### config.mk
export PLATFORM = sky130hd
export DESIGN_NAME = uart_tx_queue_flat
export DESIGN_NICKNAME = d
export VERILOG_FILES = /design/src/rtl/uart_tx_queue_if.sv /design/src/rtl/uart_tx_queue.sv /design/src/flat_wrapper.sv
export SDC_FILE = /design/constraint.sdc
export NUM_CORES = 1
export LEC_CHECK = 0
export ABC_AREA = 1
export CORE_MARGIN = 8
export CORE_UTILIZATION = 25
export CTS_CLUSTER_DIAMETER = 60
export DETAILED_ROUTE_END_ITERATION = 10
export SYNTH_ARGS = -nofsm -noshare
export SYNTH_HDL_FRONTEND = slang
export SYNTH_SLANG_ARGS = --single-unit
### constraint.sdc
create_clock -name sysclk -period 2.85 [get_ports sysclk]
set_input_delay 0.4275 -clock sysclk [delete_from_list [all_inputs] [get_ports sysclk]]
set_output_delay 0.4275 -clock sysclk [all_outputs]
set_load 0.03 [all_outputs]
### src/rtl/uart_tx_queue_if.sv
// Handshake bundle between the CPU/sender side and the UART transmit queue.
// Master drives writes and sender status; slave is the queue itself.
interface uart_tx_queue_if #(
  parameter int DEPTH = 8,
  parameter int CW    = 4
);
  logic          wr_en;
  logic [7:0]    wr_data;
  logic          flush;
  logic          clr_ovf;
  logic          tx_busy;
  logic          tx_done;
  logic [7:0]    tx_data;
  logic          tx_trigger;
  logic          full;
  logic          empty;
  logic [CW-1:0] count;
  logic          overflow;
  logic          in_flight;

  modport master (
    output wr_en, wr_data, flush, clr_ovf, tx_busy, tx_done,
    input  tx_data, tx_trigger, full, empty, count, overflow, in_flight
  );

  modport slave (
    input  wr_en, wr_data, flush, clr_ovf, tx_busy, tx_done,
    output tx_data, tx_trigger, full, empty, count, overflow, in_flight
  );
endinterface

### src/rtl/uart_tx_queue.sv
// Byte FIFO in front of a UART sender: queues CPU writes and hands them out
// one at a time with a trigger pulse, waiting for the sender's done pulse.
//
// state     | meaning
// IDLE      | waiting for a queued byte and a free sender; pops on entry to ISSUE
// ISSUE     | tx_trigger high for this single cycle
// WAIT_DONE | byte handed off, waiting for tx_done
// GAP       | one idle cycle between consecutive triggers
module uart_tx_queue #(
  parameter int DEPTH = 8,
  parameter int CW    = 4
) (
  input  logic            sysclk,
  input  logic            reset,
  uart_tx_queue_if.slave  bus
);

  localparam int PW = $clog2(DEPTH);

  typedef enum logic [1:0] {IDLE, ISSUE, WAIT_DONE, GAP} state_t;

  state_t        state_q, state_d;
  logic [7:0]    mem_q [DEPTH];
  logic [7:0]    mem_d [DEPTH];
  logic [PW-1:0] rd_ptr_q, rd_ptr_d;
  logic [PW-1:0] wr_ptr_q, wr_ptr_d;
  logic [CW-1:0] count_q, count_d;
  logic [7:0]    tx_data_q, tx_data_d;
  logic          tx_trigger_q, tx_trigger_d;
  logic          in_flight_q, in_flight_d;
  logic          overflow_q, overflow_d;

  logic          has_room;
  logic          pop;
  logic          accept;
  logic          drop;

  always_comb begin
    has_room = (count_q < CW'(DEPTH));
    // A flush in the same cycle suppresses the pop so the discarded head never launches
    pop      = (state_q == IDLE) && (count_q != '0) && !bus.tx_busy && !bus.flush;
    accept   = bus.wr_en && !bus.flush && (has_room || pop);
    drop     = bus.wr_en && !bus.flush && !(has_room || pop);

    state_d      = state_q;
    mem_d        = mem_q;
    rd_ptr_d     = rd_ptr_q;
    wr_ptr_d     = wr_ptr_q;
    count_d      = count_q;
    tx_data_d    = tx_data_q;
    tx_trigger_d = 1'b0;
    in_flight_d  = in_flight_q;
    overflow_d   = drop | (overflow_q & ~bus.clr_ovf);

    if (accept) begin
      mem_d[wr_ptr_q] = bus.wr_data;
      wr_ptr_d        = wr_ptr_q + PW'(1);
    end

    if (pop) begin
      tx_data_d = mem_q[rd_ptr_q];
      rd_ptr_d  = rd_ptr_q + PW'(1);
    end

    case ({accept, pop})
      2'b10:   count_d = count_q + CW'(1);
      2'b01:   count_d = count_q - CW'(1);
      default: count_d = count_q;
    endcase

    if (bus.flush) begin
      count_d  = '0;
      rd_ptr_d = '0;
      wr_ptr_d = '0;
    end

    case (state_q)
      IDLE: begin
        if (pop) begin
          state_d      = ISSUE;
          tx_trigger_d = 1'b1;
          in_flight_d  = 1'b1;
        end
      end
      ISSUE: begin
        state_d = WAIT_DONE;
      end
      WAIT_DONE: begin
        if (bus.tx_done) begin
          state_d     = GAP;
          in_flight_d = 1'b0;
        end
      end
      GAP: begin
        state_d = IDLE;
      end
      default: begin
        state_d     = IDLE;
        in_flight_d = 1'b0;
      end
    endcase
  end

  always_ff @(posedge sysclk or negedge reset) begin
    if (!reset) begin
      state_q      <= IDLE;
      for (int i = 0; i < DEPTH; i++) mem_q[i] <= 8'h00;
      rd_ptr_q     <= '0;
      wr_ptr_q     <= '0;
      count_q      <= '0;
      tx_data_q    <= 8'h00;
      tx_trigger_q <= 1'b0;
      in_flight_q  <= 1'b0;
      overflow_q   <= 1'b0;
    end else begin
      state_q      <= state_d;
      mem_q        <= mem_d;
      rd_ptr_q     <= rd_ptr_d;
      wr_ptr_q     <= wr_ptr_d;
      count_q      <= count_d;
      tx_data_q    <= tx_data_d;
      tx_trigger_q <= tx_trigger_d;
      in_flight_q  <= in_flight_d;
      overflow_q   <= overflow_d;
    end
  end

  assign bus.tx_data    = tx_data_q;
  assign bus.tx_trigger = tx_trigger_q;
  assign bus.in_flight  = in_flight_q;
  assign bus.overflow   = overflow_q;
  assign bus.count      = count_q;
  assign bus.full       = (count_q == CW'(DEPTH));
  assign bus.empty      = (count_q == '0);

endmodule

### src/flat_wrapper.sv
// flat-port wrapper written by rule: the top's interface ports become plain ports
module uart_tx_queue_flat 
#(
  parameter int DEPTH = 8,
  parameter int CW    = 4
)
  (sysclk, reset, bus_wr_en, bus_wr_data, bus_flush, bus_clr_ovf, bus_tx_busy, bus_tx_done, bus_tx_data, bus_tx_trigger, bus_full, bus_empty, bus_count, bus_overflow, bus_in_flight);
  uart_tx_queue_if #(.DEPTH(DEPTH), .CW(CW)) bus_i ();
  input  logic sysclk;
  input  logic reset;
  input wire logic [$bits(bus_i.wr_en)-1:0] bus_wr_en;
  input wire logic [$bits(bus_i.wr_data)-1:0] bus_wr_data;
  input wire logic [$bits(bus_i.flush)-1:0] bus_flush;
  input wire logic [$bits(bus_i.clr_ovf)-1:0] bus_clr_ovf;
  input wire logic [$bits(bus_i.tx_busy)-1:0] bus_tx_busy;
  input wire logic [$bits(bus_i.tx_done)-1:0] bus_tx_done;
  output wire logic [$bits(bus_i.tx_data)-1:0] bus_tx_data;
  output wire logic [$bits(bus_i.tx_trigger)-1:0] bus_tx_trigger;
  output wire logic [$bits(bus_i.full)-1:0] bus_full;
  output wire logic [$bits(bus_i.empty)-1:0] bus_empty;
  output wire logic [$bits(bus_i.count)-1:0] bus_count;
  output wire logic [$bits(bus_i.overflow)-1:0] bus_overflow;
  output wire logic [$bits(bus_i.in_flight)-1:0] bus_in_flight;
  assign bus_i.wr_en = bus_wr_en;
  assign bus_i.wr_data = bus_wr_data;
  assign bus_i.flush = bus_flush;
  assign bus_i.clr_ovf = bus_clr_ovf;
  assign bus_i.tx_busy = bus_tx_busy;
  assign bus_i.tx_done = bus_tx_done;
  assign bus_tx_data = bus_i.tx_data;
  assign bus_tx_trigger = bus_i.tx_trigger;
  assign bus_full = bus_i.full;
  assign bus_empty = bus_i.empty;
  assign bus_count = bus_i.count;
  assign bus_overflow = bus_i.overflow;
  assign bus_in_flight = bus_i.in_flight;
  uart_tx_queue #(.DEPTH(DEPTH), .CW(CW)) u_core (.sysclk(sysclk), .reset(reset), .bus(bus_i));
endmodule
==> summary.txt, run 1 <==
Slew @ Worst Pin -> 695 ps
num ports -> 32
min Tclk post-route -> 2310 ps
ys flop type -> dfrtp_1
CTS tree -> done
routability cong. -> 0.761
CTS Hold Buffers Added -> 0
final slew viol count -> 0
Power per Cell Area -> 852 nW/µm²
die height -> 147 µm
Clock Path Buffers -> 2
initial antenna violation count -> 0
Min-Delay Path Class -> in -> async
Clock Skew -> 9.42 ps
WS Path Type -> reg -> out
TritonCTS Sinks -> 87
Crit. End Element -> primary output
Area Growth Syn to Fin -> 19.4%
All-Layer GR Usage -> 0.113
Setup WS post-layout -> 545 ps
Detail Route Antenna Nets -> 0
hpwl dp -> 7.63 mm
Tcrit/Tclk final -> 0.809
Post-Route Setup TNS -> 0 ps
critical path required time -> 2420 ps
drt pass-1 iters -> 5
Slew headroom -> 0.537
fmax -> 434 MHz
final hold vios -> 0
DR iter-0 viols -> 419
Post-CTS Setup Repair Bufs -> 0
number of flops mapped to enable cells by yosys -> 0
DIE WIDTH -> 147 µm
Root Driver -> clkbuf_16
Power, Total -> 4.35 mW
pin count of the biggest net entering global routing -> 75
n_diodes -> 0
CP Launch Type -> register
nets -> 581
FILL cells -> 1790
H-tree depth -> 3
Post-Route WL -> 11.6 mm
post-synth top area cell -> dfrtp_1
YS warnings -> 0
Crit Reg-Reg Startpoint -> u_core.state_q[0]
Crit-path slowest cell -> clkdlybuf4s50_1
critical-path cell list -> inv_1 > nor4_1 > clkdlybuf4s50_1
Worst Path Max Fanout -> 6
Mean Syn Cell Area -> 7.96 µm²
Via Count -> 3641
Maximum Capacitance Violations -> 0
Syn Nets -> 560
Yosys reg bits -> 87
worst vdd ir -> 368 µV
share of layout cells above drive strength 1 -> 0.0657
vias in the first global route -> 3554
Finished Core Util -> 0.300
first-pass GRT wire length -> 19.6 mm
Largest stage delay, worst path -> 730 ps
Total Die Area -> 21500 µm²
multi-input combinational cell area -> 1870 µm²
routed vias/inst -> 4.62
Clock transition at path regs -> 70 ps
Register Area -> 2180 µm²
RSZ-0062 raised after global routing -> false
Final Hold Slack -> 122 ps
most frequent cell after synthesis -> nand2_1
largest cells by area after synthesis -> dfrtp_1 51%, nand2_1 15%, nand3_1 9.4%, nor2_1 5.6%, o21ai_0 4.6%
routed length per instance -> 14.7 µm
crit path from -> u_core.bus.count[3]
Core ar. -> 17000 µm²
status -> complete, no violations
CTS resizes -> 0
row count -> 48
CTS Buf Count -> 9
P_leak -> 2.54 nW
most common library cells after synthesis -> 174 x nand2_1, 87 x dfrtp_1, 80 x nand3_1
register area share after synthesis -> 0.509
pre-CTS setup slack -> 301 ps
Congestion Overflow GR -> 0
worst-skew pair later-pin latency -> 340 ps
Remaining DRCs -> 0
final setup vio count -> 0
Post-synth ARST share -> 1.00
Syn Inst Count -> 537
Initial Utilization -> 0.251
PortBufs -> 31
Synth Cell Area -> 4270 µm²
area share of the largest cell type after synthesis -> 0.509
post-synth cell types -> 26
crit path DAT -> 1880 ps
[final timing paths]
path	to	slack [ps]	cells after the start
setup / recovery	bus_full	540	3
hold / removal	u_core.bus.count[3]	120	1
setup reg to reg	u_core.bus.count[3]	540	15
hold reg to reg	u_core.mem_q[41]	460	2
max in group asynchronous	u_core.mem_q[4]	2080	2
min in group sysclk	u_core.mem_q[41]	460	2
[worst max-delay path: cells and delay by family (launching register included)]
kind	cells	cell delay, ps
simple gates	1	270
buf+inv	2	830
flops	1	440
[power breakdown]
group / total (mW) / internal, mW / switching, mW
clock: 1.28 / 0.789 / 0.495
combinational: 1.30 / 0.465 / 0.831
sequential: 1.77 / 1.56 / 0.203
total: 4.35 / 2.82 / 1.53
[flip-flops by register name, summed over array words and instances (netlist names)]
signal and cells:
u_core.rd_ptr_q 3, u_core.bus.count 4, u_core.bus.overflow 1, u_core.state_q 2
u_core.bus.in_flight 1, u_core.bus.tx_trigger 1, u_core.wr_ptr_q 3, u_core.mem_q 64
u_core.bus.tx_data 8
[cells by family (layout without fill, tap and decap cells)]
group	count (synthesis)	after routing	synth area share
AOI/OAI and AO/OA	63	63	0.0846
xor gates and xnor gates	2	2	0.00410
adders and majority gates	8	8	0.0252
buffers and inverters	46	72	0.0542
DFF	87	87	0.509
and+or+nand+nor	331	331	0.323
[placed cells by master, fill, tap and decap left out, types with 3 or more instances in the layout]
cell type        netlist  routed
nand3_1               80      80
o211ai_1              16      16
o21ai_0               39      39
nor2_1                64      64
ha_1                   7       7
clkdlybuf4s50_1        0      30
inv_1                 14      14
nand2_1              174     174
dfrtp_1               87      87
nand2_2                9       9
clkbuf_16              0       9
clkinv_2               0       3
a21oi_1                5       5
buf_4                  1       7
[metrics by stage]
step	instance area (µm²)	instances
floorplan	4270	537
global placement	4780	772
detailed placement	4780	772
CTS	5100	788
global route	5100	788
finish	5100	788
[per-layer routing]
layer,vias up,GRT usage,wire length [µm]
met5,-,0,0
met4,0,0.0340,153
met3,10,0.0341,791
met2,92,0.163,4950
met1,1732,0.158,5710
li1,1807,-,-
[cell type report]
type,instances,area share
inverters,17,0.0125
clock inverters,6,0.0164
flip-flops and latches,87,0.427
multi-input cells,404,0.366
clock buffers,10,0.0468
repair buffers,39,0.0770
well taps,225,0.0552
No activity file was read; power rests on OpenSTA's default activity.
==> inputs of run 2 (changes only) <==
==> constraint.sdc (replaced) <==
create_clock -name sysclk -period 2.2 [get_ports sysclk]
set_input_delay 0.33 -clock sysclk [delete_from_list [all_inputs] [get_ports sysclk]]
set_output_delay 0.33 -clock sysclk [all_outputs]
set_load 0.03 [all_outputs]
==> run 2 against run 1 <==
Clock skew decreased by 0.62 ps. Count of clock-buffer cells in the layout unchanged. Sequential cell count unchanged. Core utilization increased by 1.3 points. Global-route usage decreased by 0.28 points. Design area increased by 4.2%. Sequential power increased by 28%. Final cell count increased by 3.0%. Setup slack got worse by 450 ps. Non-clock buffer count increased by 24. Critical path depth increased by 1. Critical path type unchanged.
==> summary.txt, run 2 (synthesis results as in run 1) <==
crit path DAT -> 1780 ps (-100 ps)
routed vias/inst -> 4.43 (-4.0%)
fin cells -> 812 (+3.0%)
DIE WIDTH -> 147 µm (unchanged)
P_leak -> 2.69 nW (+5.8%)
final setup vio count -> 0 (unchanged)
Biggest register -> u_core.mem_q
num ports -> 32 (unchanged)
Core ar. -> 17000 µm² (unchanged)
routability cong. -> 0.823 (+8.2%)
Slew headroom -> 0.509 (-0.0283)
Worst Path Max Fanout -> 5 (-1)
placed insts -> 795 (+3.0%)
fmax -> 475 MHz
Congestion Overflow GR -> 0 (unchanged)
commonest cells after routing, fill and taps aside -> 174 x nand2_1, 87 x dfrtp_1, 80 x nand3_1
Via Count -> 3601 (-1.1%)
Worst R2R Setup Slack -> 230 ps (-310 ps)
status -> complete, no violations
vias in the first global route -> 3483 (-2.0%)
die height -> 147 µm (unchanged)
CP Launch Type -> register
row count -> 48 (unchanged)
Root Driver -> clkbuf_16
Crit. End Element -> primary output
max reg flops -> 64 (unchanged)
CTS tree -> done
Remaining DRCs -> 0 (unchanged)
Slew @ Worst Pin -> 734 ps (+39.7 ps)
final slew viol count -> 0 (unchanged)
commonest non-fill, non-tap cell in the layout -> nand2_1
Tcrit/Tclk final -> 0.957
CTS Buf Count -> 9 (unchanged)
Clock Path Buffers -> 2 (unchanged)
H-tree depth -> 3 (unchanged)
worst-skew pair later-pin latency -> 340 ps (about the same)
PortBufs -> 31 (unchanged)
RR Endpoint -> u_core.bus.count[3]
Area Growth Syn to Fin -> 24.4%
final hold vios -> 0 (unchanged)
WS Path Type -> reg -> out
Power, Total -> 5.80 mW (+33%)
FILL cells -> 1795 (+0.28%)
n_diodes -> 0 (unchanged)
first-pass GRT wire length -> 19.0 mm (-2.8%)
drt pass-1 iters -> 5 (unchanged)
TritonCTS Sinks -> 87 (unchanged)
min Tclk post-route -> 2110 ps
Crit Reg-Reg Startpoint -> u_core.state_q[0]
routed length per instance -> 14.2 µm (-3.4%)
Min-Delay Path Class -> in -> async
Initial Utilization -> 0.251 (unchanged)
Power per Cell Area -> 1090 nW/µm² (+28%)
Detail Route Antenna Nets -> 0 (unchanged)
cell count of the worst reg-to-reg path -> 16 (+1)
share of layout cells above drive strength 1 -> 0.106 (+0.0399)
Post-Route WL -> 11.5 mm (-0.49%)
initial antenna violation count -> 0 (unchanged)
Final Hold Slack -> 454 ps (+331 ps)
Clock transition at path regs -> 60 ps (about the same)
RSZ-0062 raised after global routing -> false
pin count of the biggest net entering global routing -> 44 (-41%)
All-Layer GR Usage -> 0.110 (-0.00283)
nets -> 605 (+4.1%)
Post-CTS Setup Repair Bufs -> 0 (unchanged)
Total Die Area -> 21500 µm² (unchanged)
Maximum Capacitance Violations -> 0 (unchanged)
Clock Skew -> 8.80 ps (-0.623 ps)
critical path required time -> 1870 ps (-550 ps)
Post-Route Setup TNS -> 0 ps (unchanged)
hpwl dp -> 7.97 mm (+4.5%)
DR iter-0 viols -> 322 (-23%)
worst vdd ir -> 506 µV (+38%)
## run 2: cell types whose count changed in the layout (fill, tap and decap cells not counted), sizes merged
cell / change
clkinvlp: +1
buf: +23
dlygate4sd3: +1
clkinv: -2
bufinv: +1
dlymetal6s2s: +1
clkdlybuf4s50: -1
## run 2: area by class of cell
type | instances | area, µm² | share of cell area
tap | 225 | 282 | 0.0529
timing repair buffer | 63 | 578 | 0.109
sequential | 87 | 2180 | 0.409
inverter | 17 | 63.8 | 0.0120
clock inverter | 6 | 108 | 0.0202
clock buffer | 10 | 239 | 0.0449
multi-input combinational | 404 | 1870 | 0.352
## run 2: layer usage
| layer | global-route usage | wire [µm] | up-vias |
|---|---|---|---|
| met5 | 0 | 0 | - |
| met4 | 0.0309 | 133 | 0 |
| met3 | 0.0320 | 710 | 9 |
| met2 | 0.156 | 4850 | 83 |
| met1 | 0.157 | 5840 | 1664 |
| li1 | - | - | 1845 |
## run 2: where the power goes
| part | total (mW) | internal [mW] | switching [mW] |
|---|---|---|---|
| logic | 1.77 | 0.669 | 1.10 |
| registers | 2.27 | 2.03 | 0.245 |
| clock network | 1.76 | 1.14 | 0.623 |
## run 2: what timing repair did
item,CTS,global route
resized for setup,0,3
hold buffers,1,0
endpoints found under the setup margin,0,2
endpoints found under the hold margin,24,0
## run 2: worst max path at each step
stage	from	endpoint	slack [ps]	depth (start not counted)
after floorplan	u_core.state_q[0]	u_core.bus.count[3]	130	15
after global placement	bus_tx_busy	u_core.bus.count[3]	100	13
after detailed placement	bus_tx_busy	u_core.bus.count[3]	70	14
after CTS	u_core.bus.count[3]	bus_full	30	3
after global routing	u_core.state_q[0]	u_core.bus.count[3]	4	16
final	u_core.bus.count[0]	bus_empty	90	4
## run 2: worst max-delay path, stage by stage, from the launching register on
cell and delay [ps]:
dfrtp_1 450, nor2_1 150, nand2_2 110, inv_1 70, clkdlybuf4s50_1 660
## run 2: metrics by stage
| step | util | worst slack, ps | instance area [µm²] |
|---|---|---|---|
| CTS | 0.312 | 31.6 | 5310 |
| global route | 0.313 | 4.07 | 5320 |
| finish | 0.313 | 94.7 | 5320 |
| detailed placement | 0.291 | 69.3 | 4950 |
| floorplan | - | 134 | 4270 |
| global placement | 0.291 | 96.5 | 4950 |
==> inputs of run 3 (changes only) <==
--- a/config.mk
+++ b/config.mk
@@ -5,7 +5,7 @@
 export SDC_FILE = /design/constraint.sdc
 export NUM_CORES = 1
 export LEC_CHECK = 0
-export ABC_AREA = 1
+export CORE_ASPECT_RATIO = 1.75
 export CORE_MARGIN = 8
 export CORE_UTILIZATION = 25
 export CTS_CLUSTER_DIAMETER = 60
==> run 3 against run 2 <==
Final cell count shrank 28%. First-iteration DRC count decreased by 72%. Critical path depth grew 7. Total power down 5.9%. Non-clock buffer count increased by 3. Clock power is 19% lower. Setup slack worse by 72 ps. Critical path type is now reg -> reg.
==> summary.txt, run 3 <==
RSZ-0062 raised after global routing -> true
Synth Cell Area -> 4190 µm² (-2.1%)
H-tree depth -> 3 (unchanged)
Setup WS post-layout -> 22.4 ps (-72.3 ps)
Biggest register -> u_core.mem_q
Syn Inst Count -> 299 (-44%)
Remaining DRCs -> 0 (unchanged)
Power, Total -> 5.46 mW (-5.9%)
routed vias/inst -> 4.45 (+0.44%)
area share of the largest cell type after synthesis -> 0.520 (+0.0108)
Via Count -> 2619 (-27%)
Slew @ Worst Pin -> 596 ps (-139 ps)
num ports -> 32 (unchanged)
most frequent cell after synthesis -> dfrtp_1
Post-synth ARST share -> 1.00 (unchanged)
number of flops mapped to enable cells by yosys -> 0 (unchanged)
Congestion Overflow GR -> 0 (unchanged)
status -> complete, no violations
WS Path Type -> reg -> reg
P_leak -> 2.34 nW (-13%)
CTS Buf Count -> 9 (unchanged)
Yosys reg bits -> 87 (unchanged)
Initial Utilization -> 0.254 (+0.00302)
Maximum Capacitance Violations -> 0 (unchanged)
pre-CTS setup slack -> -204 ps (-273 ps)
Power per Cell Area -> 1030 nW/µm² (-5.6%)
vias in the first global route -> 2915 (-16%)
post-synth cell types -> 46 (+77%)
Syn Nets -> 322 (-43%)
crit path DAT -> 2390 ps (+610 ps)
Crit Reg-Reg Startpoint -> u_core.state_q[0]
share of layout cells above drive strength 1 -> 0.407 (+0.301)
register area share after synthesis -> 0.520 (+0.0108)
max reg flops -> 64 (unchanged)
worst-skew pair later-pin latency -> 340 ps (about the same)
Largest stage delay, worst path -> 410 ps (-250 ps)
DIE WIDTH -> 114 µm (-22%)
DR iter-0 viols -> 89 (-72%)
routed length per instance -> 15.8 µm (+11%)
Worst Path Max Fanout -> 3 (-2)
post-synth top area cell -> dfrtp_1
ys flop type -> dfrtp_1
commonest non-fill, non-tap cell in the layout -> dfrtp_1
Post-Route WL -> 9.30 mm (-19%)
Worst R2R Setup Slack -> 20 ps (-210 ps)
Clock Path Buffers -> 2 (unchanged)
YS warnings -> 0 (unchanged)
All-Layer GR Usage -> 0.0944 (-0.0155)
Root Driver -> clkbuf_16
commonest cells after routing, fill and taps aside -> 85 x dfrtp_1, 64 x mux2_2, 30 x buf_4
TritonCTS Sinks -> 87 (unchanged)
largest cells by area after synthesis -> dfrtp_1 52%, mux2_2 17%, mux4_2 8.6%, mux2i_1 2.6%, ha_1 2.1%
Critical Path End -> u_core.bus.count[1]
critical-path cell list -> inv_2 > ha_4 > nand2b_2 > or3_4 > nor2_4 > buf_4 > fa_2 > nand2b_1 > nand2_1 > o22ai_2 > a21oi_2
fmax -> 459 MHz (-3.3%)
hpwl dp -> 6.73 mm (-16%)
initial antenna violation count -> 0 (unchanged)
RR Endpoint -> u_core.bus.count[1]
FILL cells -> 1660 (-7.5%)
die height -> 187 µm (+28%)
Core ar. -> 16400 µm² (-3.2%)
final slew viol count -> 0 (unchanged)
min Tclk post-route -> 2180 ps (+72.3 ps)
Finished Core Util -> 0.322 (+0.00933)
pin count of the biggest net entering global routing -> 48 (+9.1%)
cell count of the worst reg-to-reg path -> 11 (-5)
worst vdd ir -> 480 µV (-5.3%)
final setup vio count -> 0 (unchanged)
Clock Skew -> 8.43 ps (-0.364 ps)
Tcrit/Tclk final -> 0.990 (+0.0329)
Total Die Area -> 21300 µm² (-1.1%)
crit path from -> u_core.state_q[0]
Crit. End Element -> register
critical path required time -> 2410 ps (+540 ps)
PortBufs -> 31 (unchanged)
Min-Delay Path Class -> in -> async
routability cong. -> 0.721 (-12%)
CP Launch Type -> register
nets -> 382 (-37%)
Slew headroom -> 0.603 (+0.0944)
Crit-path slowest cell -> fa_2
Detail Route Antenna Nets -> 0 (unchanged)
row count -> 62 (+29%)
Clock transition at path regs -> 70 ps (about the same)
drt pass-1 iters -> 4 (-1)
n_diodes -> 0 (unchanged)
final hold vios -> 0 (unchanged)
most common library cells after synthesis -> 87 x dfrtp_1, 64 x mux2_2, 16 x mux4_2
CTS tree -> done
first-pass GRT wire length -> 15.7 mm (-17%)
Mean Syn Cell Area -> 14.0 µm² (+76%)
Area Growth Syn to Fin -> 26.6%
run 3: changes by cell type in the layout (fill, tap and decap cells not counted), sizes merged, moves of 16 or more:
cell   change
nand3     -79
mux4      +16
mux2      +65
nand2    -171
nor2      -53
o21ai     -30
run 3: power by group:
part | switching [mW] | internal, mW | total [mW]
Clock | 0.626 | 0.801 | 1.43
Sequential | 0.210 | 1.98 | 2.19
Combinational | 0.867 | 0.973 | 1.84
Total | 1.70 | 3.76 | 5.46
run 3: metal layers:
layer	up-vias	track usage	routed length [µm]	part of all wire
li1	1206	-	-	-
met3	12	0.0165	301	0.032
met4	0	0.0464	195	0.021
met2	39	0.173	5240	0.56
met5	-	0	0	0
met1	1362	0.0997	3560	0.38
run 3: how the worst min path moves through the flow:
stage / from / end / slack (ps)
after floorplan: reset / u_core.bus.count[0] / 30
after global placement: reset / u_core.bus.tx_data[0] / 240
after detailed placement: reset / u_core.mem_q[57] / 250
after CTS: reset / u_core.bus.tx_data[0] / 440
after global routing: reset / u_core.mem_q[57] / 460
final: reset / u_core.bus.tx_data[0] / 430
run 3: repair_timing:
action | 4_1_cts | 5_1_grt
pin swaps | 7 | 4
hold buffers | 1 | 0
resized for setup | 6 | 2
setup endpoints to repair | 4 | 3
hold endpoints to repair | 21 | 0
setup buffers | 4 | 2
run 3: worst max-delay path, delay by kind of cell (launching register included):
| kind | cells | cell delay, ps |
|---|---|---|
| compound gates | 2 | 200 |
| fa+ha+maj | 2 | 540 |
| buf+inv | 2 | 200 |
| flops | 1 | 390 |
| simple gates | 5 | 710 |
run 3: layout make-up:
type                       count  area (µm²)  area share
clock inverter                 4        30.0     0.00567
clock buffer                  12         246      0.0465
multi-input combinational    188        1900       0.359
sequential                    87        2180       0.411
timing repair buffer          66         633       0.119
inverter                       7        26.3     0.00496
tap                          224         280      0.0529
run 3: cells by family after synthesis:
kind of cell | share of synthesized area
mux | 0.288
fa+ha+maj | 0.0257
xor+xnor | 0.0105
buf+inv | 0.0335
flops | 0.520
simple gates | 0.0747
compound gates | 0.0472
run 3: stage by stage:
step	TNS (ps)	area, µm²	hold slack [ps]	cells
2_1_floorplan	-986	4210	34.4	299
3_3_place_gp	-702	4950	245	565
3_5_place_dp	-1050	4950	255	565
4_1_cts	0	5280	440	586
5_1_grt	-228	5300	458	588
6_report	0	5300	428	588
